===== src/rtl/tone_pkg.sv =====
// Shared types and constants for the tone synthesizer: note codes and
// their square-wave half-periods in 50 MHz clock cycles.
package tone_pkg;

  typedef enum logic [2:0] {
    NOTE_DO  = 3'd0,
    NOTE_RE  = 3'd1,
    NOTE_MI  = 3'd2,
    NOTE_FA  = 3'd3,
    NOTE_SO  = 3'd4,
    NOTE_LA  = 3'd5,
    NOTE_SI  = 3'd6,
    NOTE_DO2 = 3'd7
  } note_t;

  localparam int DEF_SAMPLE_W = 24;

  // Packed so that element [0] (rightmost) is Do and element [7] is Do2.
  localparam logic [7:0][15:0] HALF_PERIOD = {
    16'd23889, 16'd25310, 16'd28409, 16'd31888,
    16'd35793, 16'd37922, 16'd42566, 16'd47778
  };

  function automatic logic [15:0] half_period(input note_t n);
    return HALF_PERIOD[n];
  endfunction

endpackage


===== src/rtl/tone_synth_if.sv =====
// Sample-set handshake between the tone synthesizer (master) and the audio
// sink (slave): one valid/ready pair qualifying all channel samples at once.
interface tone_synth_if import tone_pkg::*; #(
  parameter int NUM_CH   = 2,
  parameter int SAMPLE_W = DEF_SAMPLE_W
);

  logic                         audio_valid;
  logic                         audio_ready;
  logic [NUM_CH*SAMPLE_W-1:0]   ch_data;

  modport master (output audio_valid, output ch_data, input  audio_ready);
  modport slave  (input  audio_valid, input  ch_data, output audio_ready);

endinterface


===== src/rtl/tone_channel.sv =====
// One square-wave tone channel: registered note code, half-period divider
// and phase, producing a signed +/-AMP sample (zero when disabled).
module tone_channel import tone_pkg::*; #(
  parameter int                  SAMPLE_W = DEF_SAMPLE_W,
  parameter logic [SAMPLE_W-1:0] AMP      = SAMPLE_W'(24'h100000)
) (
  input  logic                       clk,
  input  logic                       rst,
  input  logic                       en_i,
  input  note_t                      note_i,
  output note_t                      note_o,
  output logic signed [SAMPLE_W-1:0] sample_o
);

  localparam logic signed [SAMPLE_W-1:0] AMP_S = AMP;

  note_t       note_q;
  logic        chg_q;
  logic [15:0] cnt_q, cnt_d;
  logic        phase_q, phase_d;

  function automatic logic signed [SAMPLE_W-1:0] square_sample(input logic gate,
                                                               input logic ph);
    if (!gate) return '0;
    return ph ? AMP_S : -AMP_S;
  endfunction

  // A note change seen last cycle restarts the waveform from phase 0.
  always_comb begin
    cnt_d   = cnt_q + 16'd1;
    phase_d = phase_q;
    if (chg_q) begin
      cnt_d   = '0;
      phase_d = 1'b0;
    end else if (cnt_q == half_period(note_q) - 16'd1) begin
      cnt_d   = '0;
      phase_d = ~phase_q;
    end
  end

  always_ff @(posedge clk or posedge rst) begin
    if (rst) begin
      note_q  <= NOTE_DO;
      chg_q   <= 1'b0;
      cnt_q   <= '0;
      phase_q <= 1'b0;
    end else begin
      note_q  <= note_i;
      chg_q   <= (note_i != note_q);
      cnt_q   <= cnt_d;
      phase_q <= phase_d;
    end
  end

  assign note_o   = note_q;
  assign sample_o = square_sample(en_i, phase_q);

endmodule


===== src/rtl/tone_synth.sv =====
// Multi-channel square-wave tone synthesizer with a sample-rate strobe and a
// valid/ready sample-set output. Define TONE_OVERRUN_FLAG_EN for a sticky overrun flag.
module tone_synth import tone_pkg::*; #(
  parameter int                  NUM_CH     = 2,
  parameter int                  SAMPLE_W   = DEF_SAMPLE_W,
  parameter logic [SAMPLE_W-1:0] AMP        = SAMPLE_W'(24'h100000),
  parameter int                  SAMPLE_DIV = 1042
) (
  input  logic                CLOCK_50,
  input  logic                reset,
  input  logic                en,
  input  logic [NUM_CH*3-1:0] note_sel,
  output logic [2:0]          note_disp,
`ifdef TONE_OVERRUN_FLAG_EN
  output logic                overrun,
`endif
  tone_synth_if.master        aud
);

  localparam int               DIV_W    = $clog2(SAMPLE_DIV);
  localparam logic [DIV_W-1:0] DIV_LAST = DIV_W'(SAMPLE_DIV - 1);

  logic [DIV_W-1:0]           div_q, div_d;
  logic                       strobe_q, strobe_d;
  logic                       vld_q, vld_d;
  logic [NUM_CH*SAMPLE_W-1:0] data_q, data_d;
  logic [NUM_CH*SAMPLE_W-1:0] samples;
  logic [2:0]                 disp_q;
  note_t                      note_all [NUM_CH];

  for (genvar k = 0; k < NUM_CH; k++) begin : g_ch
    tone_channel #(
      .SAMPLE_W (SAMPLE_W),
      .AMP      (AMP)
    ) u_ch (
      .clk      (CLOCK_50),
      .rst      (reset),
      .en_i     (en),
      .note_i   (note_t'(note_sel[3*k +: 3])),
      .note_o   (note_all[k]),
      .sample_o (samples[k*SAMPLE_W +: SAMPLE_W])
    );
  end

  // The strobe is registered, so a capture lands one cycle after the divider wraps.
  always_comb begin
    div_d    = (div_q == DIV_LAST) ? '0 : div_q + DIV_W'(1);
    strobe_d = (div_q == DIV_LAST);
    vld_d    = vld_q;
    data_d   = data_q;
    if (strobe_q) begin
      vld_d  = 1'b1;
      data_d = samples;
    end else if (vld_q && aud.audio_ready) begin
      vld_d  = 1'b0;
    end
  end

  always_ff @(posedge CLOCK_50 or posedge reset) begin
    if (reset) begin
      div_q    <= '0;
      strobe_q <= 1'b0;
      vld_q    <= 1'b0;
      data_q   <= '0;
      disp_q   <= '0;
    end else begin
      div_q    <= div_d;
      strobe_q <= strobe_d;
      vld_q    <= vld_d;
      data_q   <= data_d;
      disp_q   <= note_all[0];
    end
  end

`ifdef TONE_OVERRUN_FLAG_EN
  logic ovr_q, ovr_d;

  // Overwriting a set the sink never took; a coinciding transfer is not an overrun.
  always_comb begin
    ovr_d = ovr_q | (strobe_q & vld_q & ~aud.audio_ready);
  end

  always_ff @(posedge CLOCK_50 or posedge reset) begin
    if (reset) ovr_q <= 1'b0;
    else       ovr_q <= ovr_d;
  end

  assign overrun = ovr_q;
`endif

  assign aud.audio_valid = vld_q;
  assign aud.ch_data     = data_q;
  assign note_disp       = disp_q;

endmodule

===== src/flat_wrapper.sv =====
// flat-port wrapper written by rule: the top's interface ports become plain ports
module tone_synth_flat import tone_pkg::*;
#(
  parameter int                  NUM_CH     = 2,
  parameter int                  SAMPLE_W   = DEF_SAMPLE_W,
  parameter logic [SAMPLE_W-1:0] AMP        = SAMPLE_W'(24'h100000),
  parameter int                  SAMPLE_DIV = 1042
)
  (CLOCK_50, reset, en, note_sel, note_disp, aud_audio_valid, aud_ch_data, aud_audio_ready);
  tone_synth_if #(.NUM_CH(NUM_CH), .SAMPLE_W(SAMPLE_W)) aud_i ();
  input  logic CLOCK_50;
  input  logic reset;
  input  logic en;
  input  logic [NUM_CH*3-1:0] note_sel;
  output logic [2:0] note_disp;
  output wire logic [$bits(aud_i.audio_valid)-1:0] aud_audio_valid;
  output wire logic [$bits(aud_i.ch_data)-1:0] aud_ch_data;
  input wire logic [$bits(aud_i.audio_ready)-1:0] aud_audio_ready;
  assign aud_audio_valid = aud_i.audio_valid;
  assign aud_ch_data = aud_i.ch_data;
  assign aud_i.audio_ready = aud_audio_ready;
  tone_synth #(.NUM_CH(NUM_CH), .SAMPLE_W(SAMPLE_W), .AMP(AMP), .SAMPLE_DIV(SAMPLE_DIV)) u_core (.CLOCK_50(CLOCK_50), .reset(reset), .en(en), .note_sel(note_sel), .note_disp(note_disp), .aud(aud_i));
endmodule

===== config.mk =====
export PLATFORM = sky130hd
export DESIGN_NAME = tone_synth_flat
export DESIGN_NICKNAME = d
export VERILOG_FILES = /design/src/rtl/tone_pkg.sv /design/src/rtl/tone_synth_if.sv /design/src/rtl/tone_channel.sv /design/src/rtl/tone_synth.sv /design/src/flat_wrapper.sv
export SDC_FILE = /design/constraint.sdc
export NUM_CORES = 1
export LEC_CHECK = 0
export BUFFER_PORTS_ARGS = -buffer_cell sky130_fd_sc_hd__buf_2
export CAP_MARGIN = 5
export CORE_MARGIN = 4
export CORE_UTILIZATION = 30
export CTS_CLUSTER_DIAMETER = 200
export DETAILED_ROUTE_END_ITERATION = 6
export GPL_ROUTABILITY_DRIVEN = 1
export MAX_ROUTING_LAYER = met4
export PLACE_DENSITY = 0.45
export SLEW_MARGIN = 20
export SYNTH_ARGS = -nofsm -noshare
export SYNTH_HDL_FRONTEND = slang
export SYNTH_SLANG_ARGS = --single-unit

===== constraint.sdc =====
create_clock -name CLOCK_50 -period 3.8 [get_ports CLOCK_50]
set_input_delay 0.57 -clock CLOCK_50 [delete_from_list [all_inputs] [get_ports CLOCK_50]]
set_output_delay 0.57 -clock CLOCK_50 [all_outputs]
set_load 0.05 [all_outputs]

==> results.cfg, run 1 <==
[cells_and_area]
finalNonFillerCells = 622
drive_above_1_share = 0.110
fin_nets = 467
fill_cells = 1409
area_growth_pct = 7.93
diodes = 0

[worst_hold_path]
min_path_type = in -> reg
holdPathStages = 1

[sta]
report.final.setup_viol = 0
fmax_mhz = 315
rsz0062_at_grt = no
hold_viol = 0
post-route-min-period_ns = 3.18
fin_crit_sh = 0.837
slew_headroom = 0.408
clock-skew-final_ns = 0.00995
worstMarginPinSlew_ns = 0.886
slew_violations = 0
fin_tns_setup_ns = 0

[place]
port_buffers = 21
dp_hpwl_mm = 5.62
place_inst = 606
gp_congestion = 0.776

[floorplan]
die_w_um = 124
io_pins = 62
start_util = 0.306
fp.dieH_um = 124
rows = 42
core_um2 = 13200
fp.dieArea_um2 = 15400

[cts]
numClockSinks = 61
cts_setup_buffers = 0
ctsHoldBuffers = 0
cts_made_buffers = 9
htreeDepth = 3
clkLatencyLatePin_ns = 0.34
cts_tree = yes
clock-root-buffer = clkbuf_16
cts_resized = 0
cts_max_path_buffers = 2
clk_pin_slew_worst_paths_ns = 0.06

[setup_path]
cp-start-kind = register
critPathSlowestCell = dfrtp_1
r2r_start = u_core.g_ch[1].u_ch.note_o[0]
end_kind = register
reg2regPathDepth = 10
crit_arrival_ns = 3.44
rrSetupSlack_ns = 0.62
crit_fanout = 13
endpoint = u_core.g_ch[1].u_ch.phase_q
critPathKind = reg -> reg
worst_ep_required_time_ns = 4.06
startpoint = u_core.g_ch[1].u_ch.note_o[0]
max_stage_delay_ns = 0.54
crit_chain = ha_1 -> and2b_1 -> a21oi_1 -> ha_1 -> or3b_1 -> a31oi_1 -> xnor2_1 -> o21ai_0 -> or4_1 -> a21oi_1
r2r_end = u_core.g_ch[1].u_ch.phase_q

[grt]
grt_max_degree = 43
use_met2 = 0.164
grt_antenna_before_repair = 0
grtUsageMet3 = 0.0266
grt_pass1_wl_mm = 13.1
gr-total-overflow = 0
grt_pass1_vias = 2733
met1_usage = 0.127
grt_use_total = 0.106
grt_busiest_layer = met2

[drt]
drt-pass1-iter-count = 4
wl_mm = 7.69
initialDrtViolationCount = 130
viasPerCell = 4.45
wl_per_cell_um = 12.4
drc = 0
num_vias = 2770
drtAntennaViolNets = 0

[flow_run]
cap_viol_max_count = 0

[synthesis]
ys_seq_area_frac = 0.377
synth_edf_count = 0
syn_area_um2 = 4050
ys_ff_latch = 61
synthArstFlopShare = 1.00
yosys.cell_types.count = 57
synthCells = 429
synth_ff_type = dfrtp_1
ys_warn_count = 0
synth.avg_cell_area_um2 = 9.45

[outcome]
outcome = complete, no violations

[power_and_ir_drop]
power_density_nw_per_um2 = 383
peakVddDrop_mv = 0.191
power.leakage_nw = 1.95
## critical path: cells and delay by family, from the launching register on
kind / cells / cell delay [ns]
and+or+nand+nor: 3 / 1.05
xor gates and xnor gates: 1 / 0.13
DFF: 1 / 0.54
AOI/OAI and AO/OA: 4 / 0.78
adders and majority gates: 2 / 0.59
## cell usage after synthesis, drive strengths merged (2+ instances only)
cell	number	area, um^2
nor3	2	10.0
inv	19	71.3
nor4	2	18.8
xor2	34	298
o21ai	10	50.0
or3	2	12.5
ha	16	200
a21oi	11	55.1
nand2b	3	18.8
mux2i	5	50.1
o21a	2	15.0
buf	59	448
nor2b	8	57.6
and4	4	35.0
o22ai	4	25.0
o211ai	2	15.0
o31ai	3	36.3
nand4	9	56.3
nor3b	5	37.5
and3	9	56.3
clkbuf	5	18.8
dfrtp	61	1530
nand2	14	52.6
nor2	52	195
a22oi	2	15.0
xnor2	35	307
and2b	2	15.0
nand3	21	105
a32oi	2	17.5
and3b	5	43.8
nor4b	2	17.5
## worst min-delay path by stage
stage,startpoint,endpoint
6_report,note_sel[3],u_core.g_ch[1].u_ch.note_o[0]
3_3_place_gp,u_core.g_ch[0].u_ch.chg_q,u_core.g_ch[0].u_ch.phase_q
4_1_cts,note_sel[3],u_core.g_ch[1].u_ch.note_o[0]
5_1_grt,note_sel[4],u_core.g_ch[1].u_ch.note_o[1]
2_1_floorplan,u_core.g_ch[0].u_ch.note_o[2],u_core.note_disp[2]
3_5_place_dp,u_core.g_ch[1].u_ch.chg_q,u_core.g_ch[1].u_ch.phase_q
## state kept, by name, indices dropped and copies added, names as in the netlist
| register | cells |
|---|---|
| u_core.g_ch.u_ch.cnt_q | 32 |
| u_core.div_q | 11 |
| u_core.g_ch.u_ch.note_o | 6 |
| u_core.aud.ch_data | 3 |
| u_core.note_disp | 3 |
| u_core.g_ch.u_ch.chg_q | 2 |
| u_core.g_ch.u_ch.phase_q | 2 |
| u_core.aud.audio_valid | 1 |
| u_core.strobe_q | 1 |
## cells by family (layout without fill, tap and decap cells)
kind of cell             after synthesis  after routing  synth area share
AND/OR/NAND/NOR                      145            145             0.191
buffers and inverters                 83             61             0.133
XOR/XNOR                              69             69             0.149
flip-flops                            61             61             0.377
AO/OA/AOI/OAI                         49             49            0.0877
adder cells (fa/ha/maj)               16             16            0.0494
multiplexers                           5              5            0.0123
other                                  1             40          0.000925
## area by class of cell
cell class,instances,area [um^2],share of cell area
Tap cell,176,220,0.0503
Clock buffer,12,256,0.0586
Sequential cell,61,1530,0.349
Multi-Input combinational cell,324,2130,0.488
Clock inverter,4,22.5,0.00515
Inverter,19,71.3,0.0163
Timing Repair Buffer,26,143,0.0326
## per-layer routing
layer  share of wire  wire [um]
met5               0          0
met4           0.024        188
met3           0.030        234
met2            0.49       3760
met1            0.46       3510
## layout by cell type, fill, tap and decap left out, types with 3 or more instances in the layout
cell	n
a21oi_1	11
and3_1	9
and3b_1	5
and4_1	4
buf_2	21
buf_4	5
clkbuf_16	9
clkinv_2	3
conb_1	40
dfrtp_1	61
ha_1	16
inv_1	17
mux2i_1	5
nand2_1	14
nand2b_1	3
nand3_1	21
nand4_1	9
nor2_1	52
nor2b_1	7
nor3b_1	5
o21ai_0	9
o22ai_1	4
xnor2_1	35
xor2_1	34
## through the flow
stage               hold WS [ns]   util  setup WS, ns  power (W)  cell area [um^2]
floorplan                  0.388      -          1.04   0.000923              4200
global placement           0.412  0.309         0.695   0.000921              4100
detailed placement         0.422  0.309         0.632   0.000922              4100
CTS                        0.348  0.330         0.589    0.00170              4370
global route               0.345  0.330         0.374    0.00175              4370
finish                     0.364  0.330         0.620    0.00168              4370
## power breakdown
group	internal (W)	total, W	switching [W]
registers	0.000659	0.000676	0.0000169
logic	0.0000593	0.000232	0.000173
clock network	0.000473	0.000768	0.000295
total	0.00119	0.00168	0.000485
(Power assumes the default switching activity.)
==> run 2, diff against run 1 <==
Settings changed: PLACE_DENSITY 0.45 to 0.46.
Clock period 3.8 ns to 2.8 ns, I/O delays scaled along.
==> run 2 against run 1 <==
Fmax rose by 20%; clock power up 43%; combinational power grew 50%; sequential share of layout area down 0.98 points; largest power group unchanged.
==> results.cfg, run 2 (same netlist as run 1, synthesis figures left out) <==
[sta]
slew_violations = 0
fin_crit_sh = 0.942
fmax_mhz = 379
post-route-min-period_ns = 2.64
report.final.setup_viol = 0
clock-skew-final_ns = 0.00624
hold_ws_ns = 0.0633
fin_ws_ns = 0.161
hold_viol = 0

[cts]
clk_pin_slew_worst_paths_ns = 0.06
numClockSinks = 61
cts_setup_buffers = 0
cts_max_path_buffers = 2
ctsHoldBuffers = 0
cts_made_buffers = 9
cts_tree = yes
htreeDepth = 3
clkLatencyLatePin_ns = 0.33
clock-root-buffer = clkbuf_16

[cells_and_area]
fill_cells = 1403
finalInstanceArea_um2 = 4500
fin_nets = 476
largest_reg_flops = 32
regMostFlops = u_core.g_ch.u_ch.cnt_q
finalNonFillerCells = 631
area_growth_pct = 11.1
drive_above_1_share = 0.136
final_common_cell = dfrtp_1
mostFrequentLayoutCells = dfrtp_1, nor2_1, conb_1
diodes = 0

[setup_path]
endpoint = u_core.g_ch[1].u_ch.phase_q
worst_ep_required_time_ns = 3.06
cp_common_cell = ha_1
reg2regPathDepth = 10
r2r_start = u_core.g_ch[1].u_ch.note_o[0]
crit_chain = ha_1 -> and2b_1 -> a21oi_2 -> ha_1 -> or3b_1 -> a31oi_2 -> xnor2_1 -> o21ai_2 -> or4_1 -> a21oi_1
critPathKind = reg -> reg
rrSetupSlack_ns = 0.16
crit_fanout = 3
crit_arrival_ns = 2.90
end_kind = register
cp-start-kind = register
r2r_end = u_core.g_ch[1].u_ch.phase_q
max_stage_delay_ns = 0.47
startpoint = u_core.g_ch[1].u_ch.note_o[0]
critPathSlowestCell = or4_1

[grt]
grt_antenna_before_repair = 0
grt_use_total = 0.106
grt_pass1_wl_mm = 13.1
grtUsageMet3 = 0.0357
met1_usage = 0.124
use_met2 = 0.170
grt_pass1_vias = 2715
grt_max_degree = 25
grt_busiest_layer = met2
gr-total-overflow = 0

[outcome]
outcome = complete, no violations

[place]
dp_hpwl_mm = 5.86
port_buffers = 21
gp_congestion = 0.770
post-place-ws_ns = 0.00481
place_inst = 615
postPlaceCellArea_um2 = 4190

[flow_run]
cap_viol_max_count = 0

[drt]
initialDrtViolationCount = 129
wl_per_cell_um = 12.2
drtAntennaViolNets = 0
drc = 0
drt-pass1-iter-count = 4
viasPerCell = 4.46
wl_mm = 7.72
num_vias = 2815

[worst_hold_path]
min_path_type = in -> async

[floorplan]
rows = 42
die_w_um = 124
fp.dieArea_um2 = 15400
io_pins = 62
core_um2 = 13200
fp.dieH_um = 124
start_util = 0.306

[power_and_ir_drop]
peakVddDrop_mv = 0.273
power.leakage_nw = 2.02
power_w = 0.00235
power_density_nw_per_um2 = 522
run 2: cell count changes in the layout (fill, tap and decap cells not counted), moves of 2 or more:
| cell | delta |
|---|---|
| buf_12 | +2 |
| buf_4 | +7 |
| clkbuf_8 | -2 |
| clkinv_4 | +2 |
run 2: worst min-delay path by stage:
stage / startpoint / to / slack [ns] / cells after the start
floorplan: u_core.g_ch[0].u_ch.note_o[2] / u_core.note_disp[2] / 0.39 / 0
global placement: u_core.g_ch[0].u_ch.chg_q / u_core.g_ch[0].u_ch.phase_q / 0.41 / 1
detailed placement: u_core.g_ch[0].u_ch.chg_q / u_core.g_ch[0].u_ch.phase_q / 0.42 / 1
CTS: reset / u_core.aud.ch_data[44] / 0.07 / 2
global route: reset / u_core.aud.ch_data[44] / 0.10 / 2
finish: reset / u_core.aud.ch_data[44] / 0.06 / 2
run 2: cell type report:
type	instances	area [um^2]	area share
inverters	19	71.3	0.0158
well taps	176	220	0.0489
clock buffers	9	225	0.0500
repair buffers	35	235	0.0523
multi-input cells	324	2150	0.477
flip-flops and latches	61	1530	0.339
clock inverters	7	73.8	0.0164
run 2: per-stage QoR:
step	utilization	setup TNS [ns]
floorplan	-	0
global placement	0.316	0
finish	0.340	0
detailed placement	0.316	0
CTS	0.339	0
global route	0.340	-0.00580
run 2: what timing repair did:
action / CTS / global route
setup endpoints to repair: 1 / 17
pin swaps: 0 / 1
resized for setup: 1 / 3
gates cloned: 0 / 0
run 2: critical path, delay by kind of cell (launching register included):
kind	cells	cell delay, ns
xor+xnor	1	0.16
compound gates	4	0.61
flops	1	0.38
simple gates	3	1.01
fa+ha+maj	2	0.39
run 2: report_power, final:
group	switching (W)	internal, W	leakage (nW)
registers	0.0000107	0.000894	0.792
clock network	0.000405	0.000690	0.146
logic	0.000253	0.0000962	1.08
run 2: layer usage:
layer | vias up | part of all wire
met3 | 9 | 0.039
met1 | 1363 | 0.44
met2 | 38 | 0.50
met4 | 0 | 0.014
li1 | 1405 | -
met5 | - | 0
